<file path="config.mk">
export PLATFORM = sky130hd
export DESIGN_NAME = cursor_key_repeat
export DESIGN_NICKNAME = d
export VERILOG_FILES = /design/src/rtl/cursor_key_repeat.sv
export SDC_FILE = /design/constraint.sdc
export NUM_CORES = 1
export LEC_CHECK = 0
export CORE_ASPECT_RATIO = 1.4
export CORE_MARGIN = 5
export CORE_UTILIZATION = 30
export DETAILED_ROUTE_END_ITERATION = 10
export DONT_BUFFER_PORTS = 1
export GPL_TIMING_DRIVEN = 0
export PLACE_DENSITY_LB_ADDON = 0.05
export SLEW_MARGIN = 20
export SYNTH_ARGS = -nofsm -noshare
export SYNTH_HDL_FRONTEND = slang
export SYNTH_SLANG_ARGS = --single-unit
</file>
<file path="constraint.sdc">
create_clock -name clk -period 2 [get_ports clk]
set_clock_uncertainty 0.2 [all_clocks]
set_input_delay 0.1 -clock clk [delete_from_list [all_inputs] [get_ports clk]]
set_output_delay 0.1 -clock clk [all_outputs]
set_load 0.02 [all_outputs]
</file>
<file path="src/rtl/cursor_key_repeat.sv">
// Arrow-button conditioner: synchronize and debounce four raw buttons, then
// arbitrate to one owning direction and emit one-cycle step pulses with auto-repeat.
module cursor_key_repeat #(
    parameter int DEBOUNCE_CYCLES = 650000,
    parameter int REPEAT_DELAY    = 19500000,
    parameter int REPEAT_PERIOD   = 3250000,
    parameter int CNT_W           = 25
) (
    input  logic clk,
    input  logic reset,
    input  logic btn_up,
    input  logic btn_down,
    input  logic btn_left,
    input  logic btn_right,
    output logic up,
    output logic down,
    output logic left,
    output logic right,
    output logic held
);

    // Lane order doubles as arbitration priority: lane 0 wins simultaneous rises.
    localparam int LANE_DOWN  = 0;
    localparam int LANE_UP    = 1;
    localparam int LANE_LEFT  = 2;
    localparam int LANE_RIGHT = 3;

    localparam logic [CNT_W-1:0] CNT_ONE  = CNT_W'(1);
    localparam logic [CNT_W-1:0] DB_LAST  = CNT_W'(DEBOUNCE_CYCLES - 1);
    // The FIRST state already spends one cycle of the delay before r starts counting.
    localparam logic [CNT_W-1:0] DLY_LAST = CNT_W'(REPEAT_DELAY - 2);
    localparam logic [CNT_W-1:0] PER_LAST = CNT_W'(REPEAT_PERIOD - 1);

    typedef enum logic [1:0] {
        IDLE   = 2'd0,
        FIRST  = 2'd1,
        DELAY  = 2'd2,
        REPEAT = 2'd3
    } state_t;

    logic [3:0]            raw;
    logic [3:0]            sync1_q;
    logic [3:0]            sync2_q;
    logic [3:0]            db_q;
    logic [3:0]            db_d;
    logic [3:0]            db_prev_q;
    logic [3:0][CNT_W-1:0] dbc_q;
    logic [3:0][CNT_W-1:0] dbc_d;

    state_t                state_q;
    logic [1:0]            dir_q;
    logic [CNT_W-1:0]      r_q;
    logic [3:0]            pulse_q;
    logic                  held_q;

    logic [3:0]            rise;
    logic                  rise_any;
    logic [1:0]            rise_dir;
    logic                  owner_db;
    logic                  owner_db_next;

    assign raw = {btn_right, btn_left, btn_up, btn_down};

    // Debounce: a level change is accepted only after DEBOUNCE_CYCLES steady samples.
    always_comb begin
        db_d  = db_q;
        dbc_d = '0;
        for (int i = 0; i < 4; i++) begin
            if (sync2_q[i] != db_q[i]) begin
                if (dbc_q[i] == DB_LAST) begin
                    db_d[i] = ~db_q[i];
                end else begin
                    dbc_d[i] = dbc_q[i] + CNT_ONE;
                end
            end
        end
    end

    always_ff @(posedge clk) begin
        if (reset) begin
            sync1_q   <= '0;
            sync2_q   <= '0;
            db_q      <= '0;
            dbc_q     <= '0;
            db_prev_q <= '0;
        end else begin
            sync1_q   <= raw;
            sync2_q   <= sync1_q;
            db_q      <= db_d;
            dbc_q     <= dbc_d;
            db_prev_q <= db_q;
        end
    end

    assign rise     = db_q & ~db_prev_q;
    assign rise_any = |rise;

    always_comb begin
        rise_dir = 2'(LANE_RIGHT);
        if (rise[LANE_DOWN]) begin
            rise_dir = 2'(LANE_DOWN);
        end else if (rise[LANE_UP]) begin
            rise_dir = 2'(LANE_UP);
        end else if (rise[LANE_LEFT]) begin
            rise_dir = 2'(LANE_LEFT);
        end
    end

    // The next debounced level lets us drop a pulse that would land in the cycle db falls.
    assign owner_db      = db_q[dir_q];
    assign owner_db_next = db_d[dir_q];

    always_ff @(posedge clk) begin
        if (reset) begin
            state_q <= IDLE;
            dir_q   <= '0;
            r_q     <= '0;
            pulse_q <= '0;
            held_q  <= 1'b0;
        end else begin
            pulse_q <= '0;
            case (state_q)
                IDLE: begin
                    if (rise_any) begin
                        state_q  <= FIRST;
                        dir_q    <= rise_dir;
                        pulse_q  <= 4'b0001 << rise_dir;
                        held_q   <= 1'b1;
                    end
                end
                FIRST: begin
                    r_q     <= '0;
                    state_q <= DELAY;
                end
                DELAY: begin
                    if (!owner_db) begin
                        state_q <= IDLE;
                        held_q  <= 1'b0;
                    end else if (r_q == DLY_LAST) begin
                        if (owner_db_next) begin
                            pulse_q <= 4'b0001 << dir_q;
                        end
                        r_q     <= '0;
                        state_q <= REPEAT;
                    end else begin
                        r_q <= r_q + CNT_ONE;
                    end
                end
                REPEAT: begin
                    if (!owner_db) begin
                        state_q <= IDLE;
                        held_q  <= 1'b0;
                    end else if (r_q == PER_LAST) begin
                        if (owner_db_next) begin
                            pulse_q <= 4'b0001 << dir_q;
                        end
                        r_q <= '0;
                    end else begin
                        r_q <= r_q + CNT_ONE;
                    end
                end
                default: begin
                    state_q <= IDLE;
                    held_q  <= 1'b0;
                end
            endcase
        end
    end

    assign down  = pulse_q[LANE_DOWN];
    assign up    = pulse_q[LANE_UP];
    assign left  = pulse_q[LANE_LEFT];
    assign right = pulse_q[LANE_RIGHT];
    assign held  = held_q;

endmodule
</file>
==> impl_metrics.tcl, run 1 <==
set metrics [dict create \
    gp_congestion 0.780 \
    grt_antenna_before_repair 0 \
    syn2layout_area_growth_pct 32.9 \
    cp-start-kind "flop" \
    setup_ws_ns -0.118 \
    nFillCells 2261 \
    fp.coreArea_sq_um 22400 \
    min_to "sync1_q[2]$_SDFF_PP0_" \
    grt_overflow 0 \
    yosys-top-cells-area "dfxtp_1 (44%), xnor2_1 (8.2%), nor2_1 (8.1%)" \
    antenna_cells 0 \
    whs_path_depth 2 \
    synth_top_area_cell "dfxtp_1" \
    die-height_um 188 \
    required_ns 2.12 \
    io_pins 11 \
    ys_async_sr_fraction_pct 0 \
    crit_type "flop to flop" \
    synth_cell_types 48 \
    cts_buffer_depth 2 \
    powerDensity_nw_per_um2 694 \
    max_stage_delay_ns 0.55 \
    timing.rr.start "r_q[10]$_SDFFE_PP0P_" \
    critPathSlowestCell "or4_4" \
    dr.pass1.iters 4 \
    cts.sinks 150 \
    netlist_area_sq_um 6760 \
    cts_buffers 17 \
    track_usage_pct 13.3 \
    pre_cts_ws_ns -0.539 \
    path_clk_slew_ns 0.07 \
    status "finished with violations" \
    yosys_warnings 0 \
    hold_violations 0 \
    chipWidth_um 137 \
    critPathMaxFanout 6 \
    path_cells "nand4b_4 -> or4_4 -> a21o_4 -> a31oi_4 -> buf_12 -> buf_8 -> nor2_1" \
    slew_violations 0 \
    fin_crit_sh_pct 106 \
    worst_r2r_endpoint "r_q[9]$_SDFFE_PP0P_" \
    ant_nets 0 \
    drt-total-wl_mm 16.5 \
    synth_edf_count 0 \
    finalSetupViolations 40 \
    yosysMostFrequentCell "dfxtp_1" \
    drive_above_1_share_pct 26.6 \
    end_kind "flop" \
    max_freq_mhz 472 \
    min_from "btn_left" \
    r2r_cells 7 \
    drv_cap 0 \
    place_area_sq_um 7190 \
    yosysSeqAreaShare_pct 44.4 \
    drt_iter0_markers 175 \
    maxSlewHeadroom_pct 64.1 \
    grt_max_degree 17 \
    failed_checks "negative setup slack" \
    drt-wirelength-per-cell_um 14.1 \
    routed_via_density 4.74 \
    num_vias 5536 \
    cp_top_family "simple AND/OR/NAND/NOR gates" \
    synth_seq_cells 150 \
    fin_util_pct 40.2 \
    insertion_delay_ns 0.43 \
    setup_tns_ns -2.17 \
    netlist.area_leader.share_pct 44.4 \
    hold_path.class "input pin to flop" \
    grt_pass1_vias 5541 \
    rows 65 \
    die_area_sq_um 25700 \
    root_buffer "clkbuf_16" \
    r2r_slack_ns -0.12 \
    ys.flop_type "dfxtp_1" \
    h-tree-depth 4 \
    worstMarginPinSlew_ns 0.539 \
    finalInstanceArea_sq_um 8980 \
    tritoncts "done" \
    p_leak_nw 2.94 \
    fin_hold_ws_ns 0.168 \
    rsz0062_at_grt "true" \
    critPathArrivalTime_ns 2.24 \
    vdd_drop_max_mv 0.592 \
    synth.avg_cell_area_sq_um 8.66 \
    num-nets-final 865 \
    syn_nets 793 \
    cp_num_buf_inv 2 \
    period_minus_slack_ns 2.12 \
    yosys-top-cells-count "dfxtp_1 (150), nor2_1 (145), xnor2_1 (63)" \
    drc 0 \
    grt_pass1_wl_mm 27.5 \
    netlist_instances 781 \
    start_util_pct 30.2 \
    dp_hpwl_mm 11.1 \
    io_buffers 0 \
]
==> repair_timing <==
item / in CTS / in global routing
endpoints found under the hold margin: 5 / 0
gates cloned: 1 / 2
pin swaps: 23 / 37
gates resized for setup: 95 / 96
setup endpoints to repair: 131 / 121
buffers inserted: 30 / 27
hold buffers: 5 / 0
==> cells in the final DEF, fill, tap and decap left out, drive strengths merged, types with 2 or more instances in the layout <==
master         n
o21ai          6
nor4          19
a21oi          8
o311ai         2
a21o           2
clkinvlp       3
and4          11
nand2b         3
buf           70
mux2           2
nand4         38
nor4b          9
or3            9
xnor2         63
xor2          48
nand3b         2
mux2i          6
dfxtp        150
o31ai          3
inv           24
nor2         146
nand3         55
ha             6
nor4bb         2
dlygate4sd3    5
and3          21
clkinv         7
or4            3
nor2b         16
clkbuf        26
nand4b         3
a31oi          2
o211ai         2
and2           4
nor3          32
nand2         49
==> sequential cells by signal, indices dropped and copies added (netlist names) <==
name	flops
pulse_q	4
sync2_q	4
held	1
state_q	2
db_q	4
db_prev_q	4
dir_q	2
dbc_q	100
r_q	25
sync1_q	4
==> layout make-up <==
cell class / count / area, sq um / area share [%]
Multi-Input combinational cell: 580 / 4110 / 45.8
Sequential cell: 150 / 3060 / 34.1
Timing Repair Buffer: 65 / 586 / 6.52
Clock buffer: 17 / 425 / 4.74
Tap cell: 301 / 377 / 4.19
Buffer: 19 / 190 / 2.12
Clock inverter: 15 / 149 / 1.66
Inverter: 20 / 77.6 / 0.864
==> per-layer routing <==
metal	GRT usage, %	part of all wire [%]	vias to the layer above
li1	-	-	2835
met1	15.9	44	2637
met2	23.2	52	47
met3	2.93	2.2	17
met4	5.07	1.6	0
met5	0	0	-
==> per-stage QoR <==
step	total power, W	instances
3_3_place_gp	0.00313	1082
2_1_floorplan	0.00311	781
6_report	0.00623	1167
3_5_place_dp	0.00313	1082
5_1_grt	0.00648	1167
4_1_cts	0.00633	1143
==> where the power goes <==
part	switching (W)	internal (W)
Clock	0.00138	0.00174
Sequential	0.00000556	0.00298
Combinational	0.0000639	0.0000614
Total	0.00145	0.00478
==> how the worst max path moves through the flow <==
| stage | start | to | slack (ns) | depth (start not counted) |
|---|---|---|---|---|
| after global routing | dir_q[0]$_SDFFE_PP0P_ | r_q[1]$_SDFFE_PP0P_ | -0.20 | 7 |
| after global placement | dbc_q[50]$_SDFF_PP0_ | dbc_q[65]$_SDFF_PP0_ | -0.56 | 8 |
| after CTS | r_q[10]$_SDFFE_PP0P_ | r_q[9]$_SDFFE_PP0P_ | -0.20 | 7 |
| after detailed placement | dbc_q[12]$_SDFF_PP0_ | dbc_q[5]$_SDFF_PP0_ | -0.54 | 6 |
| after floorplan | r_q[0]$_SDFFE_PP0P_ | r_q[9]$_SDFFE_PP0P_ | -0.13 | 9 |
| final | r_q[10]$_SDFFE_PP0P_ | r_q[9]$_SDFFE_PP0P_ | -0.12 | 7 |
==> kinds of logic after synthesis <==
| kind of cell | Yosys count | share of synthesized area (%) |
|---|---|---|
| AND/OR/NAND/NOR | 423 | 32.0 |
| XOR/XNOR | 111 | 14.4 |
| adder cells (fa/ha/maj) | 6 | 1.11 |
| buffers and inverters | 51 | 3.28 |
| AO/OA/AOI/OAI | 31 | 3.22 |
| multiplexers | 9 | 1.55 |
| flip-flops | 150 | 44.4 |
(Power assumes the default switching activity.)
==> inputs of run 2 (changes only) <==
- ABC_AREA: default -> 1
==> impl_metrics.tcl, run 2 <==
set metrics [dict create \
    required_ns 2.07 \
    setup_ws_ns -0.0000744 \
    die-height_um 200 \
    synth_top_area_cell "dfxtp_1" \
    syn2layout_area_growth_pct 22.1 \
    final_common_cell "nand2_1" \
    maxSlewHeadroom_pct 57.6 \
    dp_hpwl_mm 15.3 \
    synth.avg_cell_area_sq_um 7.03 \
    period_minus_slack_ns 2.00 \
    power_w 0.00698 \
    die_area_sq_um 29100 \
    finalSetupViolations 1 \
    finalInstanceArea_sq_um 9420 \
    path_clk_slew_ns 0.06 \
    rows 69 \
    p_leak_nw 3.16 \
    netlist_area_sq_um 7710 \
    route.met2.wl_mm 10.7 \
    h-tree-depth 4 \
    synth_cell_types 48 \
    dr_wl_met3_um 354 \
    drt-total-wl_mm 20.6 \
    multi_input_area_sq_um 4520 \
    yosys_warnings 0 \
    ant_nets 0 \
    ys_async_sr_fraction_pct 0 \
    grt_pass1_vias 6883 \
    largest-register "dbc_q" \
    yosys-top-cells-area "dfxtp_1 (39%), nand2_1 (9.9%), nor2_1 (8.7%)" \
    crit_type "flop to flop" \
    nFillCells 2770 \
    cts_buffer_depth 2 \
    worstMarginPinSlew_ns 0.637 \
    tritoncts "done" \
    drt_iter0_markers 222 \
    syn_nets 1110 \
    root_buffer "clkbuf_16" \
    rsz0062_at_grt "true" \
    largest_register_ffs 100 \
    r2r_slack_ns -0.00007 \
    grt_max_degree 17 \
    slew_violations 0 \
    failed_checks "negative setup slack" \
    vdd_drop_max_mv 0.553 \
    insertion_delay_ns 0.43 \
    max_freq_mhz 500 \
    cp-start-kind "flop" \
    start_util_pct 30.4 \
    seqCellArea_sq_um 3040 \
    antenna_cells 0 \
    mostFrequentLayoutCells "nand2_1 (179), nor2_1 (162), inv_1 (125), dfxtp_1 (124), a21oi_1 (70)" \
    dr.max_layer_used "met4" \
    ys.flop_type "dfxtp_1" \
    critPathArrivalTime_ns 2.07 \
    yosys-top-cells-count "nand2_1 (204), nor2_1 (178), dfxtp_1 (150)" \
    top_regs "dbc_q (100), r_q (25)" \
    critPathMaxFanout 7 \
    drc 0 \
    chipWidth_um 146 \
    num_vias 6951 \
    synth_edf_count 0 \
    cts.sinks 150 \
    fin_crit_sh_pct 100 \
    fp.coreArea_sq_um 25400 \
    gp_congestion 0.802 \
    track_usage_pct 14.5 \
    hold_violations 0 \
    num-nets-final 1150 \
    routed_via_density 4.73 \
    end_kind "flop" \
    cts_buffers 17 \
    wl_met1_mm 9.23 \
    status "finished with violations" \
    synth_seq_cells 150 \
    drt-wirelength-per-cell_um 14.0 \
    dr.pass1.iters 6 \
    io_pins 11 \
    place_area_sq_um 8110 \
    grt_overflow 0 \
    netlist.area_leader.share_pct 38.9 \
    hold_path.class "input pin to flop" \
    drv_cap 0 \
    grt_pass1_wl_mm 34.4 \
    drive_above_1_share_pct 21.4 \
    powerDensity_nw_per_um2 741 \
    yosysMostFrequentCell "nand2_1" \
    grt_antenna_before_repair 0 \
    netlist_instances 1098 \
    io_buffers 0 \
    yosysSeqAreaShare_pct 38.9 \
]
-- run 2: changes by cell type in the layout (fill, tap and decap cells not counted), sizes merged, moves of 11 or more --
cell / before / now
nand2: 49 / 213
inv: 24 / 139
a21oi: 8 / 75
nor2: 146 / 203
xnor2: 63 / 8
buf: 70 / 28
xor2: 48 / 16
nor3: 32 / 55
nor3b: 0 / 23
and3: 21 / 3
nand3: 55 / 73
nor2b: 16 / 0
or2: 1 / 14
and4: 11 / 0
-- run 2: critical path: stages (launching register included) --
cell,delay (ns)
dfxtp_1,0.29
buf_2,0.17
nor2_1,0.13
nand3_1,0.08
nor2_1,0.25
nand3_2,0.16
nand2_1,0.11
nand3_1,0.08
nand2_2,0.09
nor2_4,0.04
buf_4,0.13
nand2_1,0.05
a21oi_1,0.06
-- run 2: per-stage QoR --
step / cells / worst slack (ns) / setup TNS (ns) / util [%] / hold slack [ns]
2_1_floorplan: 1098 / 0.198 / 0 / - / 0.00697
3_3_place_gp: 1417 / -0.306 / -12.59 / 32.0 / 0.00877
3_5_place_dp: 1417 / -0.321 / -12.06 / 32.0 / 0.0129
4_1_cts: 1456 / -0.00554 / -0.00554 / 35.4 / 0.108
5_1_grt: 1469 / -0.106 / -1.72 / 37.1 / 0.121
6_report: 1469 / -0.0000744 / -0.0000744 / 37.1 / 0.133
-- run 2: kinds of logic (layout without fill, tap and decap cells) --
kind of cell | Yosys count | count (layout) | share of synthesized area (%)
muxes | 1 | 1 | 0.130
buffers and inverters | 158 | 210 | 8.11
AOI/OAI and AO/OA | 128 | 128 | 9.58
adders and majority gates | 6 | 6 | 0.973
and+or+nand+nor | 631 | 631 | 39.6
xor gates and xnor gates | 24 | 24 | 2.72
DFF | 150 | 150 | 38.9
-- run 2: cell type report --
| type | count | area share (%) |
|---|---|---|
| well taps | 319 | 4.24 |
| plain buffers | 19 | 1.41 |
| inverters | 139 | 5.62 |
| clock buffers | 24 | 5.43 |
| multi-input cells | 790 | 47.9 |
| clock inverters | 7 | 1.24 |
| repair buffers | 21 | 1.81 |
| flip-flops and latches | 150 | 32.3 |
-- run 2: path summary, 6_finish.rpt --
path                         startpoint                     to  depth (start not counted)
setup / recovery   dbc_q[85]$_SDFF_PP0_  pulse_q[2]$_SDFF_PP0_                         12
hold / removal                btn_right  sync1_q[3]$_SDFF_PP0_                          3
setup reg to reg   dbc_q[85]$_SDFF_PP0_  pulse_q[2]$_SDFF_PP0_                         12
hold reg to reg   sync1_q[0]$_SDFF_PP0_  sync2_q[0]$_SDFF_PP0_                          2
-- run 2: power by group --
part           internal (W)  switching [W]
Combinational      0.000159       0.000324
Clock               0.00216        0.00127
Sequential          0.00303      0.0000416
-- run 2: timing repair --
item                       in CTS  in global routing
pin swaps                      10                 29
hold endpoints to repair        6                  0
hold buffers                    5                  0
setup buffers                   3                 13
resized for setup              54                 98
setup endpoints to repair     105                 97
-- run 2: metal layers --
layer,track usage [%],up-vias
met2,27.3,58
met1,16.7,3201
met3,2.80,25
met4,4.42,0
li1,-,3667
met5,0,-
==> inputs of run 3 (changes only) <==
- clock period: 2 -> 2.02 ns (I/O delays scaled with it)
==> impl_metrics.tcl, run 3 (synthesized netlist as in run 2, its figures left out) <==
set metrics [dict create \
    drt-total-wl_mm 20.5 \
    syn2layout_area_growth_pct 22.3 \
    required_ns 2.15 \
    critPathArrivalTime_ns 2.08 \
    drive_above_1_share_pct 21.2 \
    final_common_cell "nand2_1" \
    fin_crit_sh_pct 96.5 \
    antenna_cells 0 \
    pre_cts_ws_ns -0.301 \
    path_clk_slew_ns 0.06 \
    num-nets-final 1151 \
    hold_violations 0 \
    hold_path.class "input pin to flop" \
    io_pins 11 \
    grt_max_degree 17 \
    grt_pass1_vias 6867 \
    grt_pass1_wl_mm 34.3 \
    num_vias 6948 \
    chipWidth_um 146 \
    top_regs "dbc_q (100), r_q (25)" \
    finalSetupViolations 0 \
    p_leak_nw 3.17 \
    die-height_um 200 \
    dr.pass1.iters 5 \
    fp.coreArea_sq_um 25400 \
    powerDensity_nw_per_um2 733 \
    gp_congestion 0.802 \
    insertion_delay_ns 0.43 \
    cts_buffers 17 \
    grt_overflow 0 \
    crit_type "flop to flop" \
    h-tree-depth 4 \
    routed_via_density 4.73 \
    mostFrequentLayoutCells "nand2_1 (182), nor2_1 (162), inv_1 (125), dfxtp_1 (124), a21oi_1 (71)" \
    maxSlewHeadroom_pct 57.7 \
    power_w 0.00691 \
    rows 69 \
    setup_ws_ns 0.0708 \
    end_kind "flop" \
    cp-start-kind "flop" \
    tritoncts "done" \
    drv_cap 0 \
    grt_antenna_before_repair 0 \
    io_buffers 0 \
    drc 0 \
    start_util_pct 30.4 \
    drt_iter0_markers 240 \
    largest-register "dbc_q" \
    vdd_drop_max_mv 0.547 \
    track_usage_pct 14.5 \
    ant_nets 0 \
    cts_buffer_depth 2 \
    max_freq_mhz 513 \
    root_buffer "clkbuf_16" \
    status "finished, final reports clean" \
    critPathMaxFanout 4 \
    cts.sinks 150 \
    rsz0062_at_grt "true" \
    period_minus_slack_ns 1.95 \
    worstMarginPinSlew_ns 0.635 \
    slew_violations 0 \
    largest_register_ffs 100 \
    drt-wirelength-per-cell_um 14.0 \
    die_area_sq_um 29100 \
    dp_hpwl_mm 15.3 \
]
==> run 3: stage by stage <==
| stage | instances | setup TNS (ns) | hold slack [ns] | utilization (%) | cell area (sq um) |
|---|---|---|---|---|---|
| floorplan | 1098 | 0 | 0.00797 | - | 7710 |
| global placement | 1417 | -10.36 | 0.00977 | 32.0 | 8110 |
| detailed placement | 1417 | -10.04 | 0.0139 | 32.0 | 8110 |
| CTS | 1456 | -0.0417 | 0.109 | 35.3 | 8970 |
| global route | 1470 | -0.306 | 0.122 | 37.2 | 9430 |
| finish | 1470 | 0 | 0.131 | 37.2 | 9430 |
==> run 3: critical path: stages, from the launching register on <==
cell and delay [ns]:
dfxtp_4 0.36, inv_1 0.07, ha_1 0.18, and3_1 0.18, nand3_2 0.12, nor2_1 0.11
nand3b_1 0.19, a21oi_1 0.18, nand2_1 0.07, a21oi_2 0.19
==> run 3: worst paths after layout <==
kind	start	to	slack [ns]	cells after the start
worst max-delay path	r_q[0]$_SDFFE_PP0P_	pulse_q[0]$_SDFF_PP0_	0.07	9
worst max register to register	r_q[0]$_SDFFE_PP0P_	pulse_q[0]$_SDFF_PP0_	0.07	9
worst min-delay path	reset	db_prev_q[1]$_SDFF_PP0_	0.13	3
worst min register to register	sync1_q[0]$_SDFF_PP0_	sync2_q[0]$_SDFF_PP0_	0.21	2
==> run 3: cell type report <==
| cell class | instances | area (sq um) |
|---|---|---|
| Inverter | 139 | 527 |
| Sequential cell | 150 | 3040 |
| Multi-Input combinational cell | 790 | 4510 |
| Fill cell | 2762 | 16000 |
| Clock buffer | 24 | 512 |
| Tap cell | 319 | 399 |
| Clock inverter | 7 | 116 |
| Timing Repair Buffer | 22 | 181 |
| Buffer | 19 | 139 |
==> run 3: what timing repair did <==
item / CTS / global route
endpoints found under the hold margin: 6 / 0
buffers inserted: 3 / 14
pin swaps: 11 / 30
gates resized for setup: 43 / 112
cloned: 0 / 0
hold buffers: 5 / 0
setup endpoints to repair: 102 / 95
==> run 3: power breakdown <==
part	total (W)	switching (W)	internal [W]
logic	0.000479	0.000322	0.000157
clock network	0.00340	0.00126	0.00213
registers	0.00304	0.0000405	0.00300
total	0.00691	0.00162	0.00529
==> run 3: per-layer routing <==
metal / GRT usage [%] / routed length, um / vias to the layer above
li1: - / - / 3667
met1: 16.7 / 9150 / 3194
met2: 27.2 / 10600 / 66
met3: 2.80 / 416 / 21
met4: 4.42 / 317 / 0
met5: 0 / 0 / -
